$ cat src/rtl/myproject_mul_pipe.sv
`default_nettype none
// ============================================================================
// Module      : myproject_mul_pipe
// Description : Pipelined A x B multiplier with a valid bit, clock enable and
//               programmable output slice. Saturation is built when the
//               macro MUL_PIPE_SAT_EN is defined; otherwise the slice wraps.
// Revision    : 1.0 - initial release
// ============================================================================
module myproject_mul_pipe #(
  parameter int A_WIDTH   = 18,
  parameter int B_WIDTH   = 17,
  parameter int A_SIGNED  = 1,
  parameter int B_SIGNED  = 0,
  parameter int P_WIDTH   = 28,
  parameter int P_SHIFT   = 0,
  parameter int NUM_STAGE = 4
) (
  input  logic               clk,
  input  logic               rst_n,
  input  logic               ce,
  input  logic               in_valid,
  input  logic [A_WIDTH-1:0] din0,
  input  logic [B_WIDTH-1:0] din1,
  output logic               out_valid,
  output logic [P_WIDTH-1:0] dout,
  output logic               sat_flag
);

  localparam int FW = A_WIDTH + B_WIDTH + 1;

  logic [A_WIDTH-1:0]   r_a;
  logic [B_WIDTH-1:0]   r_b;
  logic                 r_v1;
  logic                 w_a_fill;
  logic                 w_b_fill;
  logic signed [FW-1:0] w_a_ext;
  logic signed [FW-1:0] w_b_ext;
  logic signed [FW-1:0] w_fp;
  logic signed [FW-1:0] w_fp_last;
  logic                 w_v_last;
  logic [P_WIDTH-1:0]   w_slice;
  logic [P_WIDTH-1:0]   w_dout_nx;
  logic                 r_out_valid;
  logic [P_WIDTH-1:0]   r_dout;

  always_ff @(posedge clk or negedge rst_n) begin
    if (!rst_n) begin
      r_a  <= '0;
      r_b  <= '0;
      r_v1 <= 1'b0;
    end else if (ce) begin
      r_a  <= din0;
      r_b  <= din1;
      r_v1 <= in_valid;
    end
  end

  // Both operands widened to FW bits; the true product always fits in FW.
  assign w_a_fill = (A_SIGNED != 0) & r_a[A_WIDTH-1];
  assign w_b_fill = (B_SIGNED != 0) & r_b[B_WIDTH-1];
  assign w_a_ext  = {{(B_WIDTH+1){w_a_fill}}, r_a};
  assign w_b_ext  = {{(A_WIDTH+1){w_b_fill}}, r_b};
  assign w_fp     = w_a_ext * w_b_ext;

  generate
    if (NUM_STAGE == 2) begin : g_direct
      assign w_fp_last = w_fp;
      assign w_v_last  = r_v1;
    end else begin : g_delay
      localparam int ND = NUM_STAGE - 2;
      logic signed [FW-1:0] r_pd [ND];
      logic                 r_vd [ND];

      always_ff @(posedge clk or negedge rst_n) begin
        if (!rst_n) begin
          for (int i = 0; i < ND; i++) begin
            r_pd[i] <= '0;
            r_vd[i] <= 1'b0;
          end
        end else if (ce) begin
          r_pd[0] <= w_fp;
          r_vd[0] <= r_v1;
          for (int i = 1; i < ND; i++) begin
            r_pd[i] <= r_pd[i-1];
            r_vd[i] <= r_vd[i-1];
          end
        end
      end

      assign w_fp_last = r_pd[ND-1];
      assign w_v_last  = r_vd[ND-1];
    end
  endgenerate

  // Q = FP >>> P_SHIFT; its low P_WIDTH bits are a plain slice of FP.
  assign w_slice = w_fp_last[P_SHIFT +: P_WIDTH];

`ifdef MUL_PIPE_SAT_EN
  localparam int TOP = P_SHIFT + P_WIDTH;
  localparam logic [P_WIDTH-1:0] C_SMAX = {P_WIDTH{1'b1}} >> 1;
  localparam logic [P_WIDTH-1:0] C_SMIN = ~C_SMAX;

  logic w_in_range;
  logic w_sat_nx;
  logic r_sat;

  generate
    if (A_SIGNED == 0 && B_SIGNED == 0) begin : g_sat_unsigned
      assign w_in_range = ~|w_fp_last[FW-1:TOP];
    end else begin : g_sat_signed
      assign w_in_range = (&w_fp_last[FW-1:TOP-1]) | (~|w_fp_last[FW-1:TOP-1]);
    end
  endgenerate

  always_comb begin
    w_dout_nx = w_slice;
    w_sat_nx  = 1'b0;
    if (!w_in_range) begin
      w_sat_nx = 1'b1;
      if (A_SIGNED == 0 && B_SIGNED == 0) begin
        w_dout_nx = {P_WIDTH{1'b1}};
      end else if (w_fp_last[FW-1]) begin
        w_dout_nx = C_SMIN;
      end else begin
        w_dout_nx = C_SMAX;
      end
    end
  end

  always_ff @(posedge clk or negedge rst_n) begin
    if (!rst_n) begin
      r_sat <= 1'b0;
    end else if (ce) begin
      r_sat <= w_sat_nx;
    end
  end

  assign sat_flag = r_sat;
`else
  assign w_dout_nx = w_slice;
  assign sat_flag  = 1'b0;
`endif

  always_ff @(posedge clk or negedge rst_n) begin
    if (!rst_n) begin
      r_out_valid <= 1'b0;
      r_dout      <= '0;
    end else if (ce) begin
      r_out_valid <= w_v_last;
      r_dout      <= w_dout_nx;
    end
  end

  assign out_valid = r_out_valid;
  assign dout      = r_dout;

endmodule
`default_nettype wire

$ cat config.mk
export PLATFORM = sky130hd
export DESIGN_NAME = myproject_mul_pipe
export DESIGN_NICKNAME = d
export VERILOG_FILES = /design/src/rtl/myproject_mul_pipe.sv
export SDC_FILE = /design/constraint.sdc
export NUM_CORES = 1
export LEC_CHECK = 0
export CAP_MARGIN = 15
export CORE_UTILIZATION = 63
export CTS_CLUSTER_SIZE = 28
export DETAILED_ROUTE_END_ITERATION = 8
export PLACE_DENSITY = 0.83
export SYNTH_ARGS = -nofsm -noshare
export SYNTH_HDL_FRONTEND = slang
export SYNTH_SLANG_ARGS = --single-unit
export TNS_END_PERCENT = 1
$ cat constraint.sdc
create_clock -name clk -period 6.2 [get_ports clk]
set_input_delay 0.62 -clock clk [delete_from_list [all_inputs] [get_ports clk]]
set_output_delay 0.62 -clock clk [all_outputs]
set_load 0.01 [all_outputs]
==> results of run 1 <==
## cell type report
type	count	area [sq um]
flip-flops and latches	123	3080
inverters	315	1180
repair buffers	96	883
clock buffers	17	425
multi-input cells	883	9600
well taps	280	350
clock inverters	15	170
fillers	1518	6190
## flip-flops by register name, indices dropped and copies added, names as in the netlist
signal        flops
dout             28
g_delay.r_pd     28
w_fp_last        28
r_a              18
r_b              17
g_delay.r_vd      1
out_valid         1
r_v1              1
w_v_last          1
## kinds of logic after synthesis
group / after synthesis / synth area share
buf+inv: 377 / 0.101
simple gates: 352 / 0.125
fa+ha+maj: 317 / 0.411
flops: 123 / 0.218
mux: 110 / 0.0879
compound gates: 70 / 0.0352
xor+xnor: 33 / 0.0205
other cells: 1 / 0.000266
## cell usage in the layout, fill, tap and decap left out, types with 3 or more instances in the layout
| cell | count |
|---|---|
| dfrtp_2 | 4 |
| o21ai_1 | 4 |
| xor2_1 | 6 |
| o31ai_1 | 4 |
| a21oi_1 | 13 |
| o21ai_0 | 9 |
| xnor2_1 | 27 |
| o2111ai_1 | 4 |
| dfrtp_1 | 119 |
| o21a_1 | 4 |
| a21o_2 | 3 |
| nand2b_1 | 4 |
| nand3_1 | 5 |
| a21o_1 | 6 |
| and2_1 | 138 |
| nor3_1 | 6 |
| nand2_1 | 168 |
| mux2_2 | 110 |
| inv_6 | 5 |
| ha_1 | 73 |
| nor2_1 | 11 |
| clkdlybuf4s50_1 | 65 |
| buf_4 | 31 |
| a21oi_2 | 3 |
| fa_1 | 244 |
| inv_8 | 5 |
| a31oi_1 | 3 |
| or3_1 | 3 |
| inv_1 | 315 |
| clkbuf_16 | 17 |
| and3_1 | 4 |
## path summary, 6_finish.rpt
kind | from | end | slack, ns | cells past startpoint
max | r_a[8]$_DFFE_PN0P_ | g_delay.r_pd[60]$_DFFE_PN0P_ | 0.20 | 19
max reg2reg | r_a[8]$_DFFE_PN0P_ | g_delay.r_pd[60]$_DFFE_PN0P_ | 0.20 | 19
min reg2reg | g_delay.r_pd[48]$_DFFE_PN0P_ | g_delay.r_pd[48]$_DFFE_PN0P_ | 0.49 | 2
min | rst_n | dout[7]$_DFFE_PN0P_ | 0.21 | 1
min in group clk | g_delay.r_pd[48]$_DFFE_PN0P_ | g_delay.r_pd[48]$_DFFE_PN0P_ | 0.49 | 2
max in group asynchronous | rst_n | r_b[5]$_DFFE_PN0P_ | 4.49 | 2
## per-layer routing
| layer | share of wire | routed length (um) |
|---|---|---|
| met1 | 0.37 | 12500 |
| met2 | 0.49 | 16300 |
| met3 | 0.081 | 2700 |
| met4 | 0.059 | 1980 |
| met5 | 0 | 0 |
## stage by stage
step / hold WS, ns / instance area [sq um] / worst slack (ns)
after floorplan: 0.324 / 14100 / 0.614
after global placement: 0.472 / 15100 / 0.300
after detailed placement: 0.475 / 15100 / 0.107
after CTS: 0.221 / 15700 / 0.0607
after global routing: 0.256 / 15700 / 0.00613
final: 0.210 / 15700 / 0.197
## critical path, stage by stage (launching register included)
cell	delay, ns
dfrtp_1	0.64
buf_4	0.29
nand2_1	0.09
fa_1	0.50
inv_1	0.05
fa_1	0.50
fa_1	0.57
fa_1	0.43
fa_1	0.50
inv_1	0.05
fa_1	0.47
inv_1	0.05
ha_1	0.35
a21o_1	0.24
a21oi_2	0.21
o21ai_0	0.15
a21oi_1	0.24
o211ai_1	0.15
xnor2_1	0.16
mux2_2	0.26
## repair_timing
| item | 4_1_cts | 5_1_grt |
|---|---|---|
| endpoints found under the setup margin | 0 | 8 |
| setup buffers | 0 | 0 |
| gates resized for setup | 0 | 9 |
==> metrics.yaml, run 1 <==
grt:
  grt_antenna_before_repair: 0
  grt_busiest_layer: "met2"
  grt_pass1_wl_um: 54200
  overflow: 0
  grt_pass1_vias: 10500
  use_met2: 0.528
  grt_max_degree: 86
  grt_use_met3: 0.0698
  grt_usage: 0.321
  met1_usage: 0.397
yosys:
  yosysMostFrequentCell: "inv_1"
  ys_types: 55
  synthesis.nets: 1739
  synth-edff-count: 0
  yosysWarnings: 0
  synth_area_leaders: "fa_1, dfrtp_1, mux2_2"
  synth_area_per_cell_sq_um: 10.2
  synth_area_sq_mm: 0.0141
  ys_ff_latch: 123
  yosys-top-cells-count: "inv_1, fa_1, nand2_1, and2_1, dfrtp_1"
  synth_top_area_cell: "fa_1"
  synth_flop_cell: "dfrtp_1"
  synth_top_area_share: 0.347
  async_flop_share: 1.00
  ys_seq_area_frac: 0.218
  syn-instance-count: 1383
die:
  die_x_um: 152
  ios: 69
  die_h_um: 152
  dieArea_sq_mm: 0.0230
  row_count: 54
  initial_core_util: 0.644
  core-area_sq_mm: 0.0219
timing:
  timing.final.crit_share: 0.968
  drv_slew: 0
  hold_viol: 0
  max_slew_margin: 0.309
  rsz0062_at_grt: "false"
  finalCriticalPeriod_ns: 6.00
  tightest_slew_ns: 1.04
  setup_violations: 0
  max_freq_ghz: 0.167
  tns_ns: 0
  skew_ns: 0.0135
final_layout:
  num_antenna_cells: 0
  fin_cells: 1729
  drive_gt1_frac: 0.133
  syn_to_final_growth_pct: 11.4
  fin_nets: 1792
  final_util: 0.717
clocking:
  clkTransAtPathRegs_ns: 0.07
  clock-root-buffer: "clkbuf_16"
  insertion_delay_ns: 0.44
  h-tree-depth: 4
  cts_buffer_depth: 2
  cts_tree: "done"
  cts-buffers-inserted: 17
  hold_buffers: 0
  cts.sinks: 123
place:
  place_congestion: 1.02
  dp_hpwl_um: 25600
  io_buffers: 67
  dp.cells: 1697
drt:
  drcViolationCount: 0
  viasPerCell: 5.68
  vias: 9824
  finalWirelength_um: 33500
  drtIter0Drc: 695
  drtPass1Iterations: 7
  ant_nets: 0
  wl_per_cell_um: 19.4
critical_path:
  worstPathRequired_ns: 6.52
  critPathMaxFanout: 11
  start_kind: "register"
  arrival_ns: 6.32
  criticalPathCategory: "reg2reg"
  cp-end-kind: "register"
worst_hold_path:
  hp-class: "in2async"
flow_run:
  max_cap_viol_count: 0
status:
  status: "complete, no violations"
Power of run 1 is not shown: default switching activity piles up to over one toggle a cycle in this logic, so the estimate is an artifact.
==> run 2: changes to the inputs <==
- CELL_PAD_IN_SITES_DETAIL_PLACEMENT: unset -> 0
- CELL_PAD_IN_SITES_GLOBAL_PLACEMENT: unset -> 1
- CORE_UTILIZATION: 63 -> 50
- PLACE_DENSITY: 0.83 -> unset
- PLACE_DENSITY_LB_ADDON: unset -> 0.1
- SETUP_SLACK_MARGIN: unset -> 0.3
==> metrics.yaml, run 2 (synthesized netlist as in run 1, its figures left out) <==
critical_path:
  cp_cell_sequence: "buf_4 -> nand2_1 -> fa_1 -> fa_1 -> fa_1 -> fa_1 -> fa_1 -> fa_1 -> inv_1 -> ha_1 -> and3_1 -> and4_1 -> nand2_1 -> o211ai_2 -> nor3_1 -> or3b_1"
  rr_worst_depth: 16  # -3
  r2r_start: "r_b[11]$_DFFE_PN0P_"
  worstPathRequired_ns: 6.49  # -0.03 ns
  critPathMaxFanout: 11  # unchanged
  criticalPathCategory: "reg2reg"
  crit_buf_inv: 2  # -2
  arrival_ns: 6.07  # -0.25 ns
  reg2reg_to: "g_delay.r_pd[62]$_DFFE_PN0P_"
  cp_top_family: "adder cells"
  crit_slowest_cell: "dfrtp_1"
  start_kind: "register"
  crit_top_cell: "fa_1"
  r2r_setup_slack_ns: 0.43  # +0.23 ns
  cp-end-kind: "register"
  max_stage_delay_ns: 0.62  # -0.02 ns
final_layout:
  final_common_cell: "inv_1"
  drive_gt1_frac: 0.168  # +0.0357
  num_antenna_cells: 0  # unchanged
  mostFrequentLayoutCells: "inv_1, fa_1, nand2_1"
  fin_nets: 1824  # +1.8%
  syn_to_final_growth_pct: 15.0
drt:
  wl_per_cell_um: 18.3  # -5.5%
  viasPerCell: 5.08  # -11%
  finalWirelength_um: 34000  # +1.6%
  drtIter0Drc: 345  # -50%
  ant_nets: 0  # unchanged
  drtPass1Iterations: 4  # -3
  vias: 9435  # -4.0%
  drcViolationCount: 0  # unchanged
die:
  ios: 69  # unchanged
  dieArea_sq_mm: 0.0289  # +26%
  die_h_um: 170  # +12%
  row_count: 61  # +13%
  die_x_um: 170  # +12%
  initial_core_util: 0.507  # -0.136
  core-area_sq_mm: 0.0278  # +27%
timing:
  timing.final.crit_share: 0.931  # -0.0371
  max_slew_margin: 0.363  # +0.0544
  tns_ns: 0  # unchanged
  tightest_slew_ns: 0.955  # -0.0815 ns
  finalCriticalPeriod_ns: 5.77  # -0.230 ns
  max_freq_ghz: 0.173  # +4.0%
  setup_violations: 0  # unchanged
  drv_slew: 0  # unchanged
  rsz0062_at_grt: "true"
  hold_viol: 0  # unchanged
  skew_ns: 0.00949  # -0.00404 ns
flow_run:
  max_cap_viol_count: 0  # unchanged
grt:
  grt_pass1_vias: 10000  # -4.8%
  overflow: 0  # unchanged
  grt_pass1_wl_um: 54600  # +0.84%
  grt_usage: 0.254  # -0.0668
  grt_max_degree: 77  # -10%
  grt_antenna_before_repair: 0  # unchanged
clocking:
  cts_buffer_depth: 2  # unchanged
  cts.sinks: 123  # unchanged
  cts-buffers-inserted: 17  # unchanged
  hold_buffers: 0  # unchanged
  insertion_delay_ns: 0.42  # -0.02 ns
  cts_tree: "done"
  clock-root-buffer: "clkbuf_16"
  clkTransAtPathRegs_ns: 0.06  # about the same
  h-tree-depth: 4  # unchanged
place:
  io_buffers: 67  # unchanged
  dp_hpwl_um: 26600  # +4.0%
  place_congestion: 0.861  # -16%
status:
  status: "complete, no violations"
worst_hold_path:
  hp-class: "in2async"
run 2: final cells by class:
class                      instances  area, sq um
timing repair buffer             128         1140
sequential                       123         3120
clock inverter                     7          114
multi-input combinational        883         9690
fill                            2503        11600
clock buffer                      24          482
tap                              378          473
inverter                         315         1180
run 2: per-stage QoR:
step                      worst slack (ns)  hold WS, ns   util  instance area (sq um)  cells
after floorplan                      0.614        0.324      -                  14100   1383
after global placement               0.171        0.475  0.550                  15300   1804
after detailed placement            0.0899        0.484  0.550                  15300   1804
after CTS                            0.306        0.173  0.572                  15900   1835
after global routing                 0.159        0.193  0.583                  16200   1858
final                                0.427        0.173  0.583                  16200   1858
run 2: worst max-delay path by stage:
stage | start | endpoint | slack (ns) | depth (start not counted)
global route | r_a[5]$_DFFE_PN0P_ | g_delay.r_pd[61]$_DFFE_PN0P_ | 0.16 | 20
floorplan | r_b[9]$_DFFE_PN0P_ | g_delay.r_pd[55]$_DFFE_PN0P_ | 0.61 | 20
detailed placement | r_b[3]$_DFFE_PN0P_ | g_delay.r_pd[61]$_DFFE_PN0P_ | 0.09 | 17
finish | r_b[11]$_DFFE_PN0P_ | g_delay.r_pd[62]$_DFFE_PN0P_ | 0.43 | 16
global placement | r_b[3]$_DFFE_PN0P_ | g_delay.r_pd[61]$_DFFE_PN0P_ | 0.17 | 17
CTS | r_b[8]$_DFFE_PN0P_ | g_delay.r_pd[61]$_DFFE_PN0P_ | 0.31 | 20
run 2: repair_timing:
item | CTS | global route
gates resized for setup | 12 | 39
setup buffers | 0 | 23
pin swaps | 0 | 9
setup endpoints to repair | 8 | 14
run 2: per-layer routing:
layer | part of all wire | routed length [um] | vias to the layer above | global-route usage
met5 | 0 | 0 | - | 0
met4 | 0.039 | 1320 | 0 | 0.101
met3 | 0.031 | 1050 | 54 | 0.0281
met2 | 0.53 | 17900 | 157 | 0.460
met1 | 0.41 | 13800 | 4917 | 0.310
li1 | - | - | 4307 | -
Power of run 2 is left out for the same reason.
==> run 3: changes to the inputs <==
- PLACE_DENSITY: unset -> 0.85
- PLACE_DENSITY_LB_ADDON: 0.1 -> unset
- SLEW_MARGIN: unset -> 5
==> metrics.yaml, run 3 (synthesized netlist as in run 1, its figures left out) <==
drt:
  finalWirelength_um: 33000  # -3.0%
  drtIter0Drc: 568  # +65%
  viasPerCell: 5.15  # +1.4%
  ant_nets: 0  # unchanged
  wl_per_cell_um: 17.7  # -3.2%
  drtPass1Iterations: 5  # +1
  drcViolationCount: 0  # unchanged
  vias: 9589  # +1.6%
clocking:
  insertion_delay_ns: 0.43  # about the same
  clock-root-buffer: "clkbuf_16"
  cts-buffers-inserted: 17  # unchanged
  hold_buffers: 0  # unchanged
  clkTransAtPathRegs_ns: 0.06  # about the same
  cts_tree: "done"
  cts.sinks: 123  # unchanged
  h-tree-depth: 4  # unchanged
  cts_buffer_depth: 2  # unchanged
timing:
  skew_ns: 0.0115  # +0.00196 ns
  tns_ns: 0  # unchanged
  finalCriticalPeriod_ns: 5.79  # +0.0152 ns
  timing.final.crit_share: 0.934  # +0.00245
  drv_slew: 0  # unchanged
  max_slew_margin: 0.355  # -0.00871
  max_freq_ghz: 0.173  # -0.26%
  hold_viol: 0  # unchanged
  setup_violations: 0  # unchanged
  tightest_slew_ns: 0.968  # +0.0131 ns
  rsz0062_at_grt: "true"
final_layout:
  final_common_cell: "inv_1"
  n_fill_cell: 2367  # -5.4%
  mostFrequentLayoutCells: "inv_1, fa_1, nand2_1"
  drive_gt1_frac: 0.179  # +0.0103
  fin_nets: 1827  # +0.16%
  num_antenna_cells: 0  # unchanged
  syn_to_final_growth_pct: 15.1
critical_path:
  critPathMaxFanout: 7  # -4
  start_kind: "register"
  cp-end-kind: "register"
  worstPathRequired_ns: 6.46  # -0.03 ns
  criticalPathCategory: "reg2reg"
  arrival_ns: 6.05  # -0.02 ns
grt:
  grt_antenna_before_repair: 0  # unchanged
  grt_pass1_vias: 10200  # +1.3%
  overflow: 0  # unchanged
  grt_pass1_wl_um: 53000  # -3.1%
  grt_max_degree: 81  # +5.2%
  grt_usage: 0.244  # -0.0107
die:
  row_count: 61  # unchanged
  core-area_sq_mm: 0.0278  # unchanged
  initial_core_util: 0.507  # unchanged
  dieArea_sq_mm: 0.0289  # unchanged
  die_h_um: 170  # unchanged
  die_x_um: 170  # unchanged
  ios: 69  # unchanged
place:
  io_buffers: 67  # unchanged
  dp_hpwl_um: 25300  # -4.9%
  place_congestion: 0.952  # +11%
flow_run:
  max_cap_viol_count: 0  # unchanged
worst_hold_path:
  hp-class: "in2async"
status:
  status: "complete, no violations"
-- run 3: cell types whose count changed in the layout (fill, tap and decap cells not counted), moves of 3 or more --
cell      previous run  this run
buf_4               59        62
dfrtp_1            101        96
dfrtp_2             16        20
clkbuf_4             1         4
-- run 3: layout make-up --
class                           instances  area (sq um)  area share
Multi-Input combinational cell        883          9710       0.599
Timing Repair Buffer                  131          1150      0.0707
Sequential cell                       123          3130       0.193
Clock buffer                           21           460      0.0284
Tap cell                              378           473      0.0292
Inverter                              315          1180      0.0729
Clock inverter                         11           119     0.00733
-- run 3: repair_timing --
item	CTS	global route
setup endpoints to repair	7	12
resized for setup	14	45
setup buffers	0	31
pin swaps	0	12
-- run 3: final timing paths --
kind / slack [ns] / cells after the start / endpoint / startpoint
setup / recovery: 0.41 / 20 / g_delay.r_pd[63]$_DFFE_PN0P_ / r_a[5]$_DFFE_PN0P_
hold / removal: 0.24 / 1 / g_delay.r_pd[44]$_DFFE_PN0P_ / rst_n
setup reg to reg: 0.41 / 20 / g_delay.r_pd[63]$_DFFE_PN0P_ / r_a[5]$_DFFE_PN0P_
hold reg to reg: 0.49 / 2 / g_delay.r_pd[51]$_DFFE_PN0P_ / g_delay.r_pd[51]$_DFFE_PN0P_
max in group asynchronous: 4.42 / 2 / r_b[5]$_DFFE_PN0P_ / rst_n
min in group clk: 0.49 / 2 / g_delay.r_pd[51]$_DFFE_PN0P_ / g_delay.r_pd[51]$_DFFE_PN0P_
-- run 3: critical path, stage by stage, from the launching register on --
cell	delay [ns]
dfrtp_4	0.54
and2_1	0.21
fa_1	0.57
inv_1	0.07
fa_1	0.53
inv_1	0.05
fa_1	0.49
fa_1	0.43
fa_1	0.49
inv_1	0.05
fa_1	0.47
inv_1	0.06
ha_4	0.30
and3_1	0.19
nand3_2	0.12
a211oi_2	0.33
buf_4	0.20
o21ai_2	0.08
a31oi_1	0.23
xnor2_1	0.15
a21oi_1	0.08
-- run 3: stage by stage --
stage	hold slack, ns	setup slack [ns]	utilization	instance area (sq um)	std cells
6_report	0.239	0.412	0.584	16200	1862
5_1_grt	0.268	0.253	0.584	16200	1862
4_1_cts	0.240	0.317	0.570	15800	1831
3_5_place_dp	0.475	0.0680	0.548	15200	1799
3_3_place_gp	0.464	0.230	0.548	15200	1799
2_1_floorplan	0.324	0.614	-	14100	1383
-- run 3: metal layers --
metal	part of all wire	up-vias	GRT usage
met1	0.42	4939	0.308
met2	0.51	257	0.430
li1	-	4320	-
met5	0	-	0
met3	0.040	73	0.0302
met4	0.034	0	0.0866
Power of run 3 is left out for the same reason.
